===== src/rtl/card7seg.sv =====
// Card-rank decoder: 4-bit card code to an active-low 7-segment glyph, plus a
// registered baccarat point value and card-present flag for the scoring logic.
module card7seg (
    input  logic       slow_clock,
    input  logic       resetb,
    input  logic [3:0] SW,
    output logic [6:0] HEX0,
    output logic [3:0] card_value,
    output logic       card_valid
);

    localparam int unsigned CODE_W = 4;
    localparam int unsigned SEG_W  = 7;

    localparam logic [CODE_W-1:0] CODE_ACE  = CODE_W'(1);
    localparam logic [CODE_W-1:0] CODE_NINE = CODE_W'(9);
    localparam logic [CODE_W-1:0] CODE_KING = CODE_W'(13);

    logic [CODE_W-1:0] card_value_q, card_value_d;
    logic              card_valid_q, card_valid_d;

    // Glyph lookup, segment order {g,f,e,d,c,b,a}, independent of clock and reset
    always_comb begin
        HEX0 = SEG_W'(7'b1111111);
        case (SW)
            4'd1:    HEX0 = SEG_W'(7'b0001000);
            4'd2:    HEX0 = SEG_W'(7'b0100100);
            4'd3:    HEX0 = SEG_W'(7'b0110000);
            4'd4:    HEX0 = SEG_W'(7'b0011001);
            4'd5:    HEX0 = SEG_W'(7'b0010010);
            4'd6:    HEX0 = SEG_W'(7'b0000010);
            4'd7:    HEX0 = SEG_W'(7'b1111000);
            4'd8:    HEX0 = SEG_W'(7'b0000000);
            4'd9:    HEX0 = SEG_W'(7'b0010000);
            4'd10:   HEX0 = SEG_W'(7'b1000000);
            4'd11:   HEX0 = SEG_W'(7'b1100001);
            4'd12:   HEX0 = SEG_W'(7'b0011000);
            4'd13:   HEX0 = SEG_W'(7'b0001001);
            default: HEX0 = SEG_W'(7'b1111111);
        endcase
    end

    // Pip cards score face value; tens, faces, empty and invalid codes score zero
    always_comb begin
        card_value_d = '0;
        card_valid_d = 1'b0;
        if (SW >= CODE_ACE && SW <= CODE_NINE) begin
            card_value_d = SW;
        end
        if (SW >= CODE_ACE && SW <= CODE_KING) begin
            card_valid_d = 1'b1;
        end
    end

    always_ff @(posedge slow_clock or negedge resetb) begin
        if (!resetb) begin
            card_value_q <= '0;
            card_valid_q <= 1'b0;
        end else begin
            card_value_q <= card_value_d;
            card_valid_q <= card_valid_d;
        end
    end

    assign card_value = card_value_q;
    assign card_valid = card_valid_q;

endmodule


===== config.mk =====
export PLATFORM = sky130hd
export DESIGN_NAME = card7seg
export DESIGN_NICKNAME = d
export VERILOG_FILES = /design/src/rtl/card7seg.sv
export SDC_FILE = /design/constraint.sdc
export NUM_CORES = 1
export LEC_CHECK = 0
export BUFFER_PORTS_ARGS = -buffer_cell sky130_fd_sc_hd__buf_2
export CELL_PAD_IN_SITES_DETAIL_PLACEMENT = 0
export CELL_PAD_IN_SITES_GLOBAL_PLACEMENT = 1
export CORE_AREA = 2 2 39 41
export CTS_BUF_LIST = sky130_fd_sc_hd__clkbuf_8
export CTS_CLUSTER_DIAMETER = 80
export DETAILED_ROUTE_END_ITERATION = 12
export DIE_AREA = 0 0 41 43
export PLACE_DENSITY = 0.77
export SYNTH_ARGS = -nofsm -noshare
export SYNTH_HDL_FRONTEND = slang
export SYNTH_SLANG_ARGS = --single-unit

===== constraint.sdc =====
create_clock -name slow_clock -period 1.85 [get_ports slow_clock]
set_input_delay 0 -clock slow_clock [delete_from_list [all_inputs] [get_ports slow_clock]]
set_output_delay 0 -clock slow_clock [all_outputs]
set_load 0.01 [all_outputs]

==> results of run 1 <==
final cells by class:
type,count,area share
multi-input cells,33,0.472
flip-flops and latches,5,0.215
repair buffers,18,0.163
clock buffers,3,0.0708
inverters,6,0.0386
well taps,16,0.0343
clock inverters,1,0.00644
critical path: cells and delay by family:
| kind | cells | cell delay (ps) |
|---|---|---|
| buffers and inverters | 4 | 460 |
| muxes | 1 | 430 |
| adders and majority gates | 1 | 330 |
routing by layer:
layer	GRT usage	vias to the layer above	wire length, um
met3	0.0314	4	49
met2	0.159	11	400
met5	0	-	0
met4	0.100	0	29
li1	-	202	-
met1	0.157	175	388
layout by cell type, fill, tap and decap left out, types with 2 or more instances in the layout:
cell type	netlist	layout
buf_2	3	17
o21ai_0	2	2
ha_1	6	6
clkbuf_8	0	3
o31ai_1	2	2
a211oi_1	2	2
dfrtp_1	5	5
nor2_1	4	4
mux2i_1	3	3
inv_1	5	6
flip-flops by register name, indices dropped and copies added, names as in the netlist:
signal,count
card_valid,1
card_value,4
report_power, final:
part / switching [mW] / internal (mW)
Clock: 0.0504 / 0.142
Combinational: 0.0554 / 0.0434
Sequential: 0.00124 / 0.116
Total: 0.107 / 0.302
metrics by stage:
step | worst slack (ps) | util | std cells | total power, mW
2_1_floorplan | 979 | - | 47 | 0.181
3_3_place_gp | 650 | 0.382 | 77 | 0.217
3_5_place_dp | 628 | 0.382 | 77 | 0.217
4_1_cts | 622 | 0.421 | 82 | 0.418
5_1_grt | 534 | 0.421 | 82 | 0.435
6_report | 626 | 0.421 | 82 | 0.409
final timing paths:
path | slack [ps] | startpoint | endpoint
setup / recovery | 630 | SW[1] | HEX0[4]
hold / removal | 120 | resetb | card_value[3]
max in group asynchronous | 1600 | resetb | card_valid
min in group slow_clock | 150 | SW[3] | card_value[2]
timing repair:
item | 4_1_cts | 5_1_grt
resized for setup | 0 | 0
hold buffers | 1 | 0
endpoints found under the setup margin | 0 | 0
hold endpoints to repair | 5 | 0
cells by family after synthesis:
| family | after synthesis | share of synthesized area |
|---|---|---|
| simple gates | 13 | 0.177 |
| compound gates | 10 | 0.160 |
| buf+inv | 9 | 0.0857 |
| fa+ha+maj | 6 | 0.171 |
| flops | 5 | 0.286 |
| mux | 4 | 0.120 |
==> flow_summary_export.csv, run 1 <==
group,metric,value,unit
status,status,"completed",
timing,finalSetupTns,0,ps
timing,worstMarginPinSlew,318,ps
die,die_h,43,um
global_route,antenna_found_initial,0,
layout,drive_gt1_frac,0.348,
die,num_rows,14,
placement,io_buffer_count,17,
layout,diodes,0,
synthesis,synthTopCellsByArea,"dfrtp_1 (29%), ha_1 (17%), mux2i_1 (6.9%)",
layout,fill_cells,139,
cts,h-tree-depth,1,
global_route,grt_pass1_vias,313,
timing,setup_viol,0,
cts,clock_sinks,5,
worst_setup_path,crit_chain,"buf_2, inv_1, ha_1, inv_1, mux4_2, buf_2",
placement,place_area,528,um2
global_route,overflow,0,
synthesis,yosys_warnings,0,
worst_setup_path,cp-end-kind,"output port",
power,irDropWorstVdd,0.190,mV
synthesis,synth_common_cells,"ha_1 (6), dfrtp_1 (5), inv_1 (5)",
worst_setup_path,crit_path_max_incr_delay,430,ps
timing,period_needed,1220,ps
timing,rsz0062_at_grt,"no",
cts,post_cts_buffers,0,
synthesis,ys_ff_latch,5,
detailed_routing,firstDrtPassIters,2,
power,p_leak,0.302,nW
worst_setup_path,worst-endpoint-required,1850,ps
worst_setup_path,crit_path_top_delay_cell,"mux4_2",
global_route,grt_pass1_wl,1400,um
layout,fin_nets,79,
detailed_routing,route.detailed.drc,0,
cts,clockRootBuffer,"clkbuf_8",
cts,cts_buffers,3,
die,die_w,41,um
die,initial_core_util,0.316,
synthesis,syn_nets,59,
synthesis,async_flop_share,1.00,
worst_setup_path,start_kind,"input port",
cts,clk_transition_reported_paths,30,ps
die,io_pins,18,
detailed_routing,drtIter0Drc,2,
layout,multi_input_area,275,um2
detailed_routing,ant_nets,0,
synthesis,syn_inst,47,
synthesis,synth_ff_type,"dfrtp_1",
synthesis,synth.most_common_cell,"ha_1",
timing,finalHoldViolCount,0,
synthesis,synth_top_area_share,0.286,
timing,clock.fmax,817,MHz
timing,hold_ws,119,ps
synthesis,ys_seq_area_frac,0.286,
detailed_routing,wirelength,867,um
worst_setup_path,worstSetupPathType,"in -> out",
cts,cts_tree,"done",
synthesis,syn_avg_cell_area,9.32,um2
synthesis,synth.cell_area,438,um2
worst_setup_path,path_max_fanout,8,
layout,regArea,125,um2
detailed_routing,route.vias.total,392,
cts,clockBufferDepth,2,
global_route,grt_max_degree,17,
hold_path,hold_path.class,"in -> async",
detailed_routing,wl_per_cell,10.6,um
placement,place_congestion,0.739,
worst_setup_path,arrival,1220,ps
placement,hpwlAfterDp,668,um
power,power.density,701,nW/um2
die,core-area,1380,um2
detailed_routing,avgViaCountPerCell,4.78,
job,cap_viol_max_count,0,
layout,area_growth,33.1,%
synthesis,synth.distinct_cells,24,
timing,report.final.slew_viol_count,0,
global_route,grtUsageTotal,0.121,
timing,maxSlewHeadroom,0.788,
die,dieArea,1760,um2
layout,final_cell_area,583,um2
timing,final.period_utilization,0.662,
synthesis,yosys.area.top_type,"dfrtp_1",
synthesis,synth-edff-count,0,
No activity file was read; power rests on OpenSTA's default activity.
==> run 2, diff against run 1 <==
==> constraint.sdc (replaced) <==
create_clock -name slow_clock -period 1.19 [get_ports slow_clock]
set_input_delay 0 -clock slow_clock [delete_from_list [all_inputs] [get_ports slow_clock]]
set_output_delay 0 -clock slow_clock [all_outputs]
set_load 0.01 [all_outputs]
==> run 2 against run 1 <==
  * Clock power up 56%
  * Utilization up 3.6 points
  * Count of clock-buffer cells in the layout unchanged
  * Combinational power up 74%
  * Largest cell class unchanged
==> flow_summary_export.csv, run 2 (synthesis results as in run 1) <==
group,metric,value,unit
worst_setup_path,worst-endpoint-required,1190,ps
cts,clk_transition_reported_paths,30,ps
die,io_pins,18,
worst_setup_path,cp-end-kind,"output port",
detailed_routing,ant_nets,0,
timing,setup_viol,0,
power,seqPwrFrac,0.280,
worst_setup_path,worstSetupPathType,"in -> out",
placement,hpwlAfterDp,728,um
job,cap_viol_max_count,0,
global_route,grt_pass1_vias,386,
cts,h-tree-depth,1,
layout,mostFrequentLayoutCell,"buf_2",
power,power.density,1030,nW/um2
timing,finalHoldViolCount,0,
power,p_leak,0.326,nW
global_route,grtUsageTotal,0.132,
detailed_routing,drtIter0Drc,7,
die,die_w,41,um
layout,diodes,0,
power,comb_power_share,0.263,
power,internal_power,0.482,mW
cts,cts_tree,"done",
layout,drive_gt1_frac,0.408,
global_route,antenna_found_initial,0,
placement,place_area,566,um2
cts,clock_sinks,5,
cts,clockRootBuffer,"clkbuf_8",
cts,clockBufferDepth,2,
global_route,grt_max_degree,17,
timing,maxSlewHeadroom,0.783,
die,core-area,1380,um2
timing,period_needed,1100,ps
detailed_routing,route.vias.total,423,
detailed_routing,avgViaCountPerCell,4.86,
detailed_routing,firstDrtPassIters,4,
timing,finalSetupTns,0,ps
worst_setup_path,arrival,1100,ps
worst_setup_path,start_kind,"input port",
hold_path,hold_path.class,"in -> async",
die,initial_core_util,0.316,
layout,fin_nets,84,
die,die_h,43,um
die,num_rows,14,
power,power_switching_share,0.263,
global_route,grt_pass1_wl,1550,um
placement,place_congestion,0.710,
timing,worstMarginPinSlew,324,ps
placement,io_buffer_count,17,
timing,clock.fmax,909,MHz
layout,final_cell_mix,"buf_2 (17), inv_1 (6), ha_1 (5), dfrtp_1 (5), buf_4 (5)",
timing,report.final.slew_viol_count,0,
layout,largest_register_ffs,4,
global_route,overflow,0,
detailed_routing,wl_per_cell,10.9,um
timing,rsz0062_at_grt,"no",
worst_setup_path,path_max_fanout,4,
detailed_routing,wirelength,946,um
status,status,"completed",
power,pwr-share-clk,0.457,
layout,final_cell_area,633,um2
die,dieArea,1760,um2
detailed_routing,route.detailed.drc,0,
power,p_sw,0.172,mW
timing,final.period_utilization,0.924,
power,irDropWorstVdd,0.294,mV
layout,area_growth,44.6,%
cts,cts_buffers,3,
[run 2: cell types whose count changed in the layout (fill, tap and decap cells not counted)]
cell,change
ha_1,-1
ha_4,+1
buf_4,+5
[run 2: what timing repair did]
item | CTS | global route
resized for setup | 0 | 1
setup buffers | 0 | 0
hold endpoints to repair | 5 | 0
setup endpoints to repair | 0 | 1
hold buffers | 1 | 0
[run 2: worst max-delay path: stages]
cell    delay [ps]
buf_2          100
inv_1          150
ha_1           210
inv_1           40
mux4_2         450
buf_2          150
[run 2: layout make-up]
cell class                      count  area, um2
Timing Repair Buffer               23        133
Inverter                            6       22.5
Fill cell                         147        751
Sequential cell                     5        125
Tap cell                           16       20.0
Clock buffer                        3       41.3
Multi-Input combinational cell     33        288
Clock inverter                      1       3.75
[run 2: final timing paths]
check,startpoint,endpoint,slack [ps],depth (start not counted)
max in group asynchronous,resetb,card_value[1],940,2
min in group slow_clock,SW[3],card_value[2],160,2
worst max-delay path,SW[1],HEX0[4],90,6
worst min-delay path,resetb,card_value[3],120,2
[run 2: per-layer routing]
layer,part of all wire,global-route usage,up-vias
met5,0,0,-
met4,0,0.100,0
met3,0.063,0.0314,0
met2,0.50,0.209,15
met1,0.43,0.138,197
li1,-,-,211
[run 2: per-stage QoR]
| step | hold slack, ps | cells | power [mW] | util | setup WS, ps |
|---|---|---|---|---|---|
| after global routing | 155 | 87 | 0.707 | 0.458 | 36.4 |
| after global placement | -187 | 82 | 0.350 | 0.409 | 101 |
| after detailed placement | -181 | 82 | 0.352 | 0.409 | 69.7 |
| final | 120 | 87 | 0.654 | 0.458 | 89.9 |
| after floorplan | -296 | 47 | 0.282 | - | 319 |
| after CTS | 119 | 87 | 0.666 | 0.448 | 67.1 |
[run 2: power by group through the flow]
stage	combinational, mW	clock, mW	sequential (mW)
6_report	0.172	0.299	0.183
2_1_floorplan	0.0904	0	0.191
5_1_grt	0.194	0.328	0.185
3_5_place_dp	0.166	0	0.185
4_1_cts	0.169	0.314	0.183
3_3_place_gp	0.165	0	0.185
==> run 3, diff against run 2 <==
==> config.mk (replaced) <==
export PLATFORM = sky130hd
export DESIGN_NAME = card7seg
export DESIGN_NICKNAME = d
export VERILOG_FILES = /design/src/rtl/card7seg.sv
export SDC_FILE = /design/constraint.sdc
export NUM_CORES = 1
export LEC_CHECK = 0
export BUFFER_PORTS_ARGS = -buffer_cell sky130_fd_sc_hd__buf_2
export CELL_PAD_IN_SITES_DETAIL_PLACEMENT = 1
export CELL_PAD_IN_SITES_GLOBAL_PLACEMENT = 2
export CORE_MARGIN = 2
export CORE_UTILIZATION = 27
export CTS_BUF_LIST = sky130_fd_sc_hd__clkbuf_8
export CTS_CLUSTER_DIAMETER = 80
export DETAILED_ROUTE_END_ITERATION = 12
export PLACE_DENSITY = 0.79
export SYNTH_ARGS = -nofsm -noshare
export SYNTH_HDL_FRONTEND = slang
export SYNTH_SLANG_ARGS = --single-unit
==> run 3 against run 2 <==
  * Critical path depth stayed put
  * Sequential share of layout area stayed put
  * Final cell count stayed put
  * Worst setup slack worse by 8.5 ps
  * First-iteration DRC count is 14% higher
  * Global-route usage is 0.096 points higher
  * Clock power hardly changed
  * Via count is 0.24% higher
  * Utilization is 3.7 points lower
  * Maximum frequency is 0.77% lower
  * Design area stayed put
  * Non-clock buffer count stayed put
==> flow_summary_export.csv, run 3 (synthesis results as in run 1) <==
group,metric,value,unit
die,num_rows,14,
timing,hold_ws,116,ps
power,power.density,1040,nW/um2
timing,period_needed,1110,ps
placement,hpwlAfterDp,888,um
worst_setup_path,path_max_fanout,5,
worst_setup_path,arrival,1110,ps
timing,finalHoldViolCount,0,
worst_setup_path,worstSetupPathType,"in -> out",
placement,io_buffer_count,17,
timing,worstMarginPinSlew,313,ps
layout,largest_register_ffs,4,
global_route,grtUsageTotal,0.132,
global_route,grt_pass1_wl,1840,um
placement,place_congestion,0.735,
detailed_routing,route.detailed.drc,0,
die,dieArea,1960,um2
timing,setup_viol,0,
timing,rsz0062_at_grt,"no",
global_route,overflow,0,
cts,clockBufferDepth,2,
worst_setup_path,start_kind,"input port",
die,io_pins,18,
layout,final_cell_area,633,um2
worst_setup_path,cp-end-kind,"output port",
power,total_power,0.660,mW
layout,diodes,0,
layout,fin_nets,84,
power,irDropWorstVdd,0.283,mV
global_route,grt_max_degree,17,
cts,cts_tree,"done",
cts,cts_buffers,3,
detailed_routing,drtIter0Drc,8,
cts,post_cts_buffers,0,
detailed_routing,wl_per_cell,12.6,um
global_route,grt_pass1_vias,452,
cts,clock_sinks,5,
layout,mostFrequentLayoutCell,"buf_2",
die,core-area,1510,um2
timing,finalSetupTns,0,ps
placement,place_area,566,um2
detailed_routing,route.vias.total,424,
timing,report.final.slew_viol_count,0,
job,cap_viol_max_count,0,
die,initial_core_util,0.291,
cts,h-tree-depth,1,
detailed_routing,firstDrtPassIters,2,
hold_path,hold_path.class,"in -> reg",
detailed_routing,wirelength,1100,um
global_route,antenna_found_initial,0,
timing,layout_setup_ws,81.4,ps
hold_path,whs_path_depth,3,
layout,final_cell_mix,"buf_2 (17), ha_1 (5), dfrtp_1 (5), buf_4 (5)",
timing,maxSlewHeadroom,0.791,
detailed_routing,avgViaCountPerCell,4.87,
timing,final.period_utilization,0.932,
status,status,"completed",
worst_setup_path,worst-endpoint-required,1190,ps
power,p_leak,0.324,nW
layout,drive_gt1_frac,0.437,
die,die_h,44.3,um
placement,dp_slack,24.0,ps
cts,clk_transition_reported_paths,30,ps
layout,area_growth,44.6,%
timing,clock.fmax,902,MHz
cts,clockRootBuffer,"clkbuf_8",
detailed_routing,ant_nets,0,
die,die_w,44.3,um
[run 3: cell counts in the layout (fill, tap and decap cells not counted)]
No cell type changed its count.
[run 3: final timing paths]
check | start | to | slack [ps]
max | SW[0] | HEX0[4] | 80
min | SW[1] | card_value[1] | 120
max in group asynchronous | resetb | card_value[2] | 930
min in group asynchronous | resetb | card_value[0] | 130
[run 3: area by class of cell]
cell class,count,area (um2)
repair buffers,23,133
flip-flops and latches,5,125
fillers,188,873
clock inverters,1,3.75
multi-input cells,33,288
clock buffers,3,41.3
well taps,16,20.0
inverters,6,22.5
[run 3: where the power goes]
part | switching [mW] | internal (mW)
Combinational | 0.0963 | 0.0825
Clock | 0.0769 | 0.221
Sequential | 0.00227 | 0.181
[run 3: through the flow]
step / util / instances
2_1_floorplan: - / 47
3_3_place_gp: 0.375 / 82
3_5_place_dp: 0.375 / 82
4_1_cts: 0.412 / 87
5_1_grt: 0.420 / 87
6_report: 0.420 / 87
[run 3: metal layers]
metal	vias up	GRT usage	wire length, um
li1	209	-	-
met4	0	0.103	10
met3	2	0.0286	58
met5	-	0	0
met1	200	0.135	425
met2	13	0.232	602
[run 3: timing repair]
item / in CTS / in global routing
gates resized for setup: 0 / 3
endpoints found under the setup margin: 0 / 1
hold buffers: 1 / 0
endpoints found under the hold margin: 5 / 0
[run 3: worst max-delay path, cell delays in order]
cell    delay, ps
buf_2         140
inv_2          70
ha_4          260
inv_1          40
mux4_2        450
buf_2         150
